$ cat src/rtl/iotdf_pkg.sv
// Shared types and constants for the IoT data-filter sequencer.
// Geometry defaults describe one run: 12 groups x 8 words x 16 bytes.
package iotdf_pkg;

    typedef enum logic [1:0] {
        ST_IDLE  = 2'd0,
        ST_RUN   = 2'd1,
        ST_STALL = 2'd2,
        ST_DRAIN = 2'd3
    } state_t;

    localparam logic [2:0] FN_MAX     = 3'd1;
    localparam logic [2:0] FN_MIN     = 3'd2;
    localparam logic [2:0] FN_AVG     = 3'd3;
    localparam logic [2:0] FN_EXTRACT = 3'd4;
    localparam logic [2:0] FN_EXCLUDE = 3'd5;
    localparam logic [2:0] FN_PMAX    = 3'd6;
    localparam logic [2:0] FN_PMIN    = 3'd7;

    // f4/f5 are pure compare/pass units with no state worth clocking.
    localparam logic [6:0] GATE_MASK = 7'b1100111;

    localparam int DEF_BYTES_PER_WORD  = 16;
    localparam int DEF_WORDS_PER_GROUP = 8;
    localparam int DEF_NUM_GROUPS      = 12;
    localparam int DEF_DRAIN_CYC       = 2;

endpackage

$ cat src/rtl/iotdf_fn_dec.sv
// Decodes the host function select into a one-hot unit enable and its clock-gate mask.
// Purely combinational; fn_sel==0 selects nothing.
module iotdf_fn_dec
    import iotdf_pkg::*;
(
    input  logic [2:0] fn_sel,
    output logic [6:0] f_en,
    output logic [6:0] gate_en
);

    always_comb begin
        f_en = 7'd0;
        if (fn_sel != 3'd0) begin
            f_en = 7'd1 << (fn_sel - 3'd1);
        end
        gate_en = f_en & GATE_MASK;
    end

endmodule

$ cat src/rtl/iotdf_ctrl.sv
// Sequencer for the IoT data-filter datapath: paces host bytes, counts bytes/words/groups,
// raises word/group strobes on the accepting cycle and holds done after the drain window.
module iotdf_ctrl
    import iotdf_pkg::*;
#(
    parameter int BYTES_PER_WORD  = DEF_BYTES_PER_WORD,
    parameter int WORDS_PER_GROUP = DEF_WORDS_PER_GROUP,
    parameter int NUM_GROUPS      = DEF_NUM_GROUPS,
    parameter int DRAIN_CYC       = DEF_DRAIN_CYC
) (
    input  logic       clk,
    input  logic       rst,
    input  logic       in_en,
    input  logic [2:0] fn_sel,
    output logic       busy,
    output logic [3:0] cnt_cycle,
    output logic [2:0] cnt_data,
    output logic [3:0] grp_idx,
    output logic       word_valid,
    output logic       valid,
    output logic [6:0] f_en,
    output logic [6:0] clk_en,
    output logic       done
);

    localparam int DRAIN_W = $clog2(DRAIN_CYC + 1);

    generate
        if (WORDS_PER_GROUP > 8 || BYTES_PER_WORD > 16 || NUM_GROUPS > 16 || DRAIN_CYC < 1) begin : g_geom_err
            $error("iotdf_ctrl: geometry does not fit the fixed counter ports");
        end
    endgenerate

    state_t             state, state_nxt;
    logic [DRAIN_W-1:0] drain_cnt;
    logic [6:0]         gate_en;
    logic [6:0]         dec_f_en;
    logic [6:0]         dec_gate_en;
    logic               start, accept, last_byte, last_word, last_grp, drain_end;

    iotdf_fn_dec u_fn_dec (
        .fn_sel  (fn_sel),
        .f_en    (dec_f_en),
        .gate_en (dec_gate_en)
    );

    assign start      = (state == ST_IDLE) && (fn_sel != 3'd0);
    assign busy       = (state != ST_RUN);
    assign accept     = in_en && !busy;
    assign last_byte  = (cnt_cycle == 4'(BYTES_PER_WORD - 1));
    assign last_word  = (cnt_data == 3'(WORDS_PER_GROUP - 1));
    assign last_grp   = (grp_idx == 4'(NUM_GROUPS - 1));
    assign drain_end  = (state == ST_DRAIN) && (drain_cnt == DRAIN_W'(DRAIN_CYC - 1));
    // Strobes are decoded on the accepting cycle so the buffer loads the word in step.
    assign word_valid = accept && last_byte;
    assign valid      = word_valid && last_word;
    assign clk_en     = gate_en & {7{(state == ST_RUN) || (state == ST_DRAIN)}};

    always_comb begin
        state_nxt = state;
        unique case (state)
            ST_IDLE:  if (start) state_nxt = ST_RUN;
            ST_RUN:   if (valid) state_nxt = last_grp ? ST_DRAIN : ST_STALL;
            ST_STALL: state_nxt = ST_RUN;
            ST_DRAIN: if (drain_end) state_nxt = ST_IDLE;
            default:  state_nxt = ST_IDLE;
        endcase
    end

    always_ff @(posedge clk or posedge rst) begin
        if (rst) begin
            state <= ST_IDLE;
        end else begin
            state <= state_nxt;
        end
    end

    always_ff @(posedge clk or posedge rst) begin
        if (rst) begin
            cnt_cycle <= 4'd0;
            cnt_data  <= 3'd0;
            grp_idx   <= 4'd0;
        end else if (start) begin
            cnt_cycle <= 4'd0;
            cnt_data  <= 3'd0;
            grp_idx   <= 4'd0;
        end else if (accept) begin
            cnt_cycle <= last_byte ? 4'd0 : cnt_cycle + 4'd1;
            if (last_byte) begin
                cnt_data <= last_word ? 3'd0 : cnt_data + 3'd1;
            end
            if (valid) begin
                grp_idx <= grp_idx + 4'd1;
            end
        end
    end

    always_ff @(posedge clk or posedge rst) begin
        if (rst) begin
            drain_cnt <= '0;
        end else if (state != ST_DRAIN) begin
            drain_cnt <= '0;
        end else begin
            drain_cnt <= drain_cnt + 1'b1;
        end
    end

    always_ff @(posedge clk or posedge rst) begin
        if (rst) begin
            f_en    <= 7'd0;
            gate_en <= 7'd0;
            done    <= 1'b0;
        end else if (start) begin
            f_en    <= dec_f_en;
            gate_en <= dec_gate_en;
            done    <= 1'b0;
        end else if (drain_end) begin
            f_en    <= 7'd0;
            gate_en <= 7'd0;
            done    <= 1'b1;
        end
    end

endmodule

$ cat config.mk
export PLATFORM = sky130hd
export DESIGN_NAME = iotdf_ctrl
export DESIGN_NICKNAME = d
export VERILOG_FILES = /design/src/rtl/iotdf_pkg.sv /design/src/rtl/iotdf_fn_dec.sv /design/src/rtl/iotdf_ctrl.sv
export SDC_FILE = /design/constraint.sdc
export NUM_CORES = 1
export LEC_CHECK = 0
export CORE_MARGIN = 5
export CORE_UTILIZATION = 46
export DETAILED_ROUTE_END_ITERATION = 12
export GPL_TIMING_DRIVEN = 0
export HOLD_SLACK_MARGIN = 0.1
export PLACE_DENSITY = 0.82
export SYNTH_ARGS = -nofsm -noshare
export SYNTH_HDL_FRONTEND = slang
export SYNTH_SLANG_ARGS = --single-unit
$ cat constraint.sdc
create_clock -name clk -period 2.05 [get_ports clk]
set_input_delay 0.3075 -clock clk [delete_from_list [all_inputs] [get_ports clk]]
set_output_delay 0.3075 -clock clk [all_outputs]
set_load 0.01 [all_outputs]
==> results.yml <==
placement:
  portBuffers: 32
  dp.final_hpwl_mm: 2.03
  place_area_mm2: 0.00152
  routabilityCongestion: 0.800
hold_path:
  worstHoldPathType: "primary input to asynchronous set/reset pin"
cells_and_area:
  mostFrequentLayoutCells: "clkdlybuf4s50_1 (30), dfrtp_1 (22), nor2_1 (8), buf_4 (8), a22o_1 (7)"
  final_layout_size_suffix_gt1_share_pct: 16.9
  area_growth_pct: 38.2
  nets: 160
  post-route-cell-area_mm2: 0.00160
  layout_commonest_cell: "clkdlybuf4s50_1"
  diodes: 0
setup_path:
  worstSetupPathType: "flip-flop to output pin"
  crit_path_end_kind: "output pin"
  cp.depth: 5
  worst-path-buf-inv: 1
  cp_top_family: "flip-flops"
  critPathArrivalTime_ns: 1.66
  crit_chain: "ha_1 -> ha_2 -> nand3b_4 -> nor2_2 -> dlygate4sd2_1"
  ff2ff_setup_slack_ns: 0.37
  worstPathMaxFanout: 7
  reg2reg_to: "grp_idx[3]"
  ff2ff_path_depth: 5
  r2r_start: "cnt_data[1]"
  crit_slowest_cell: "dfrtp_1"
  cp_data_required_time_ns: 1.74
  startpoint_type: "flip-flop"
  max_stage_delay_ns: 0.41
global_routing:
  grt_antenna_before_repair: 0
  grt_usage_pct: 17.1
  grt_pass1_vias: 978
  grt_max_degree: 24
  grt_pass1_wl_mm: 4.60
  gr-total-overflow: 0
synth:
  ys_warn_count: 0
  async_reset_ff_share_pct: 100
  syn_area_mm2: 0.00116
  ys.flop_type: "dfrtp_1"
  synth.avg_cell_area_um2: 10.9
  ys_ff_latch: 23
  synth-edff-count: 0
  yosysUniqueCellTypes: 39
  synthTopCellsByArea: "dfrtp_1 (50%), ha_1 (5.4%), a22o_1 (5.3%), nor2_1 (3.2%), and2_1 (2.7%)"
  synth_top_area_cell: "dfrtp_1"
  synth.top_cell.area_share_pct: 49.6
  ys_seq_area_share_pct: 49.6
  synthCells: 106
pwr:
  peakVddDrop_uv: 759
  seqPwrFrac_pct: 46.9
  powerDensity_mw_per_mm2: 761
  switching_share_pct: 31.4
  p_int_mw: 0.836
  power.share.clock_pct: 17.4
  combPwrFrac_pct: 35.6
  power_switching_mw: 0.383
  leakagePower_nw: 0.709
die:
  coreArea_mm2: 0.00245
  die-width_um: 60.2
  die_h_um: 60.2
  die_area_mm2: 0.00363
  num_io_pins: 35
  rows: 18
  start_util_pct: 47.2
clock_tree:
  clock_latency_ns: 0.32
  clock_sinks: 23
  cts_tree: "yes"
  cts_made_buffers: 3
  clk_path_buf_depth: 2
  htree_levels: 1
  cts-root-buf: "clkbuf_4"
  cts.reportedPaths.clkPinSlew_ns: 0.13
  hold_buffers: 0
drt:
  num_vias: 989
  drc: 0
  via_per_inst: 5.56
  drt_iter0_markers: 27
  wl_per_cell_um: 15.6
  first_pass_iters: 4
  detail-route-antenna-nets: 0
  drt-total-wl_mm: 2.78
sta:
  setup_viol: 0
  clock_skew_ns: 0.0141
  holdWs_ns: 0.448
  hold_violations: 0
  slew_viol_final: 0
  worst_pin_slew_ns: 0.861
  fin_crit_ns: 1.97
  final_min_period_over_clock_period_pct: 95.9
  max_clock_freq_mhz: 509
  maxSlewHeadroom_pct: 42.5
job:
  maxCapViolCount: 0
status:
  status: "finished, final reports clean"
[worst max-delay path by stage]
stage	startpoint	to	slack, ns
finish	cnt_data[1]	valid	0.08
CTS	state[0]	clk_en[6]	0.01
floorplan	cnt_data[0]	cnt_data[0]	0.51
detailed placement	in_en	word_valid	-0.26
global placement	in_en	word_valid	-0.23
global route	cnt_data[1]	valid	-0.01
[layer usage]
metal | wire length (µm) | global-route usage (%) | vias to the layer above | share of wire, %
met3 | 188 | 3.02 | 4 | 6.8
li1 | - | - | 472 | -
met4 | 45 | 7.59 | 0 | 1.6
met1 | 1160 | 22.6 | 475 | 42
met2 | 1380 | 27.3 | 38 | 50
met5 | 0 | 0 | - | 0
[timing repair]
action                     4_1_cts  5_1_grt
setup buffers                    3        2
setup endpoints to repair        7        7
resized for setup                5        5
[cell usage after synthesis, types with 2 or more instances]
cell	number
dfrtp_1	23
nor2_1	10
a22o_1	7
a21oi_1	5
and2_1	5
ha_1	5
o21ai_0	4
inv_1	3
nand3_1	3
or3_1	3
a32o_1	2
buf_2	2
buf_4	2
nand4_1	2
nor2_2	2
nor2b_1	2
nor3_1	2
or4_1	2
xor2_1	2
[power by group through the flow]
stage,clock [mW],combinational (mW),sequential (mW)
global placement,0,0.339,0.589
floorplan,0,0.139,0.610
global route,0.238,0.473,0.581
CTS,0.211,0.423,0.570
finish,0.213,0.435,0.572
detailed placement,0,0.360,0.592
[stage by stage]
step | setup TNS, ns | std cells | power, mW | util [%] | setup WS (ns)
finish | 0 | 178 | 1.22 | 65.3 | 0.0838
global route | -0.0105 | 178 | 1.29 | 65.3 | -0.0105
CTS | 0 | 176 | 1.20 | 64.2 | 0.0113
detailed placement | -0.422 | 169 | 0.952 | 62.0 | -0.256
global placement | -0.378 | 169 | 0.928 | 62.0 | -0.235
floorplan | 0 | 107 | 0.749 | - | 0.511
[final cells by class]
type / instances / area, µm²
fill: 200 / 852
sequential: 23 / 577
multi-input combinational: 77 / 564
timing repair buffer: 37 / 355
tap: 30 / 37.5
buffer: 4 / 30.0
clock buffer: 3 / 22.5
inverter: 3 / 11.3
clock inverter: 1 / 5.00
[sequential cells by signal (all words and copies together) (netlist names)]
| name | flops |
|---|---|
| f_en | 6 |
| cnt_cycle | 4 |
| grp_idx | 4 |
| cnt_data | 3 |
| drain_cnt | 2 |
| state | 2 |
| done | 1 |
| gate_en | 1 |
[cells by family (layout without fill, tap and decap cells)]
group / Yosys count / after routing / synth area share, %
xor gates and xnor gates: 2 / 2 / 1.51
AOI/OAI and AO/OA: 26 / 26 / 16.9
DFF: 23 / 23 / 49.6
and+or+nand+nor: 41 / 41 / 22.2
other: 1 / 2 / 0.323
muxes: 1 / 1 / 0.863
buffers and inverters: 7 / 48 / 3.13
adders and majority gates: 5 / 5 / 5.39
(Power assumes the default switching activity.)
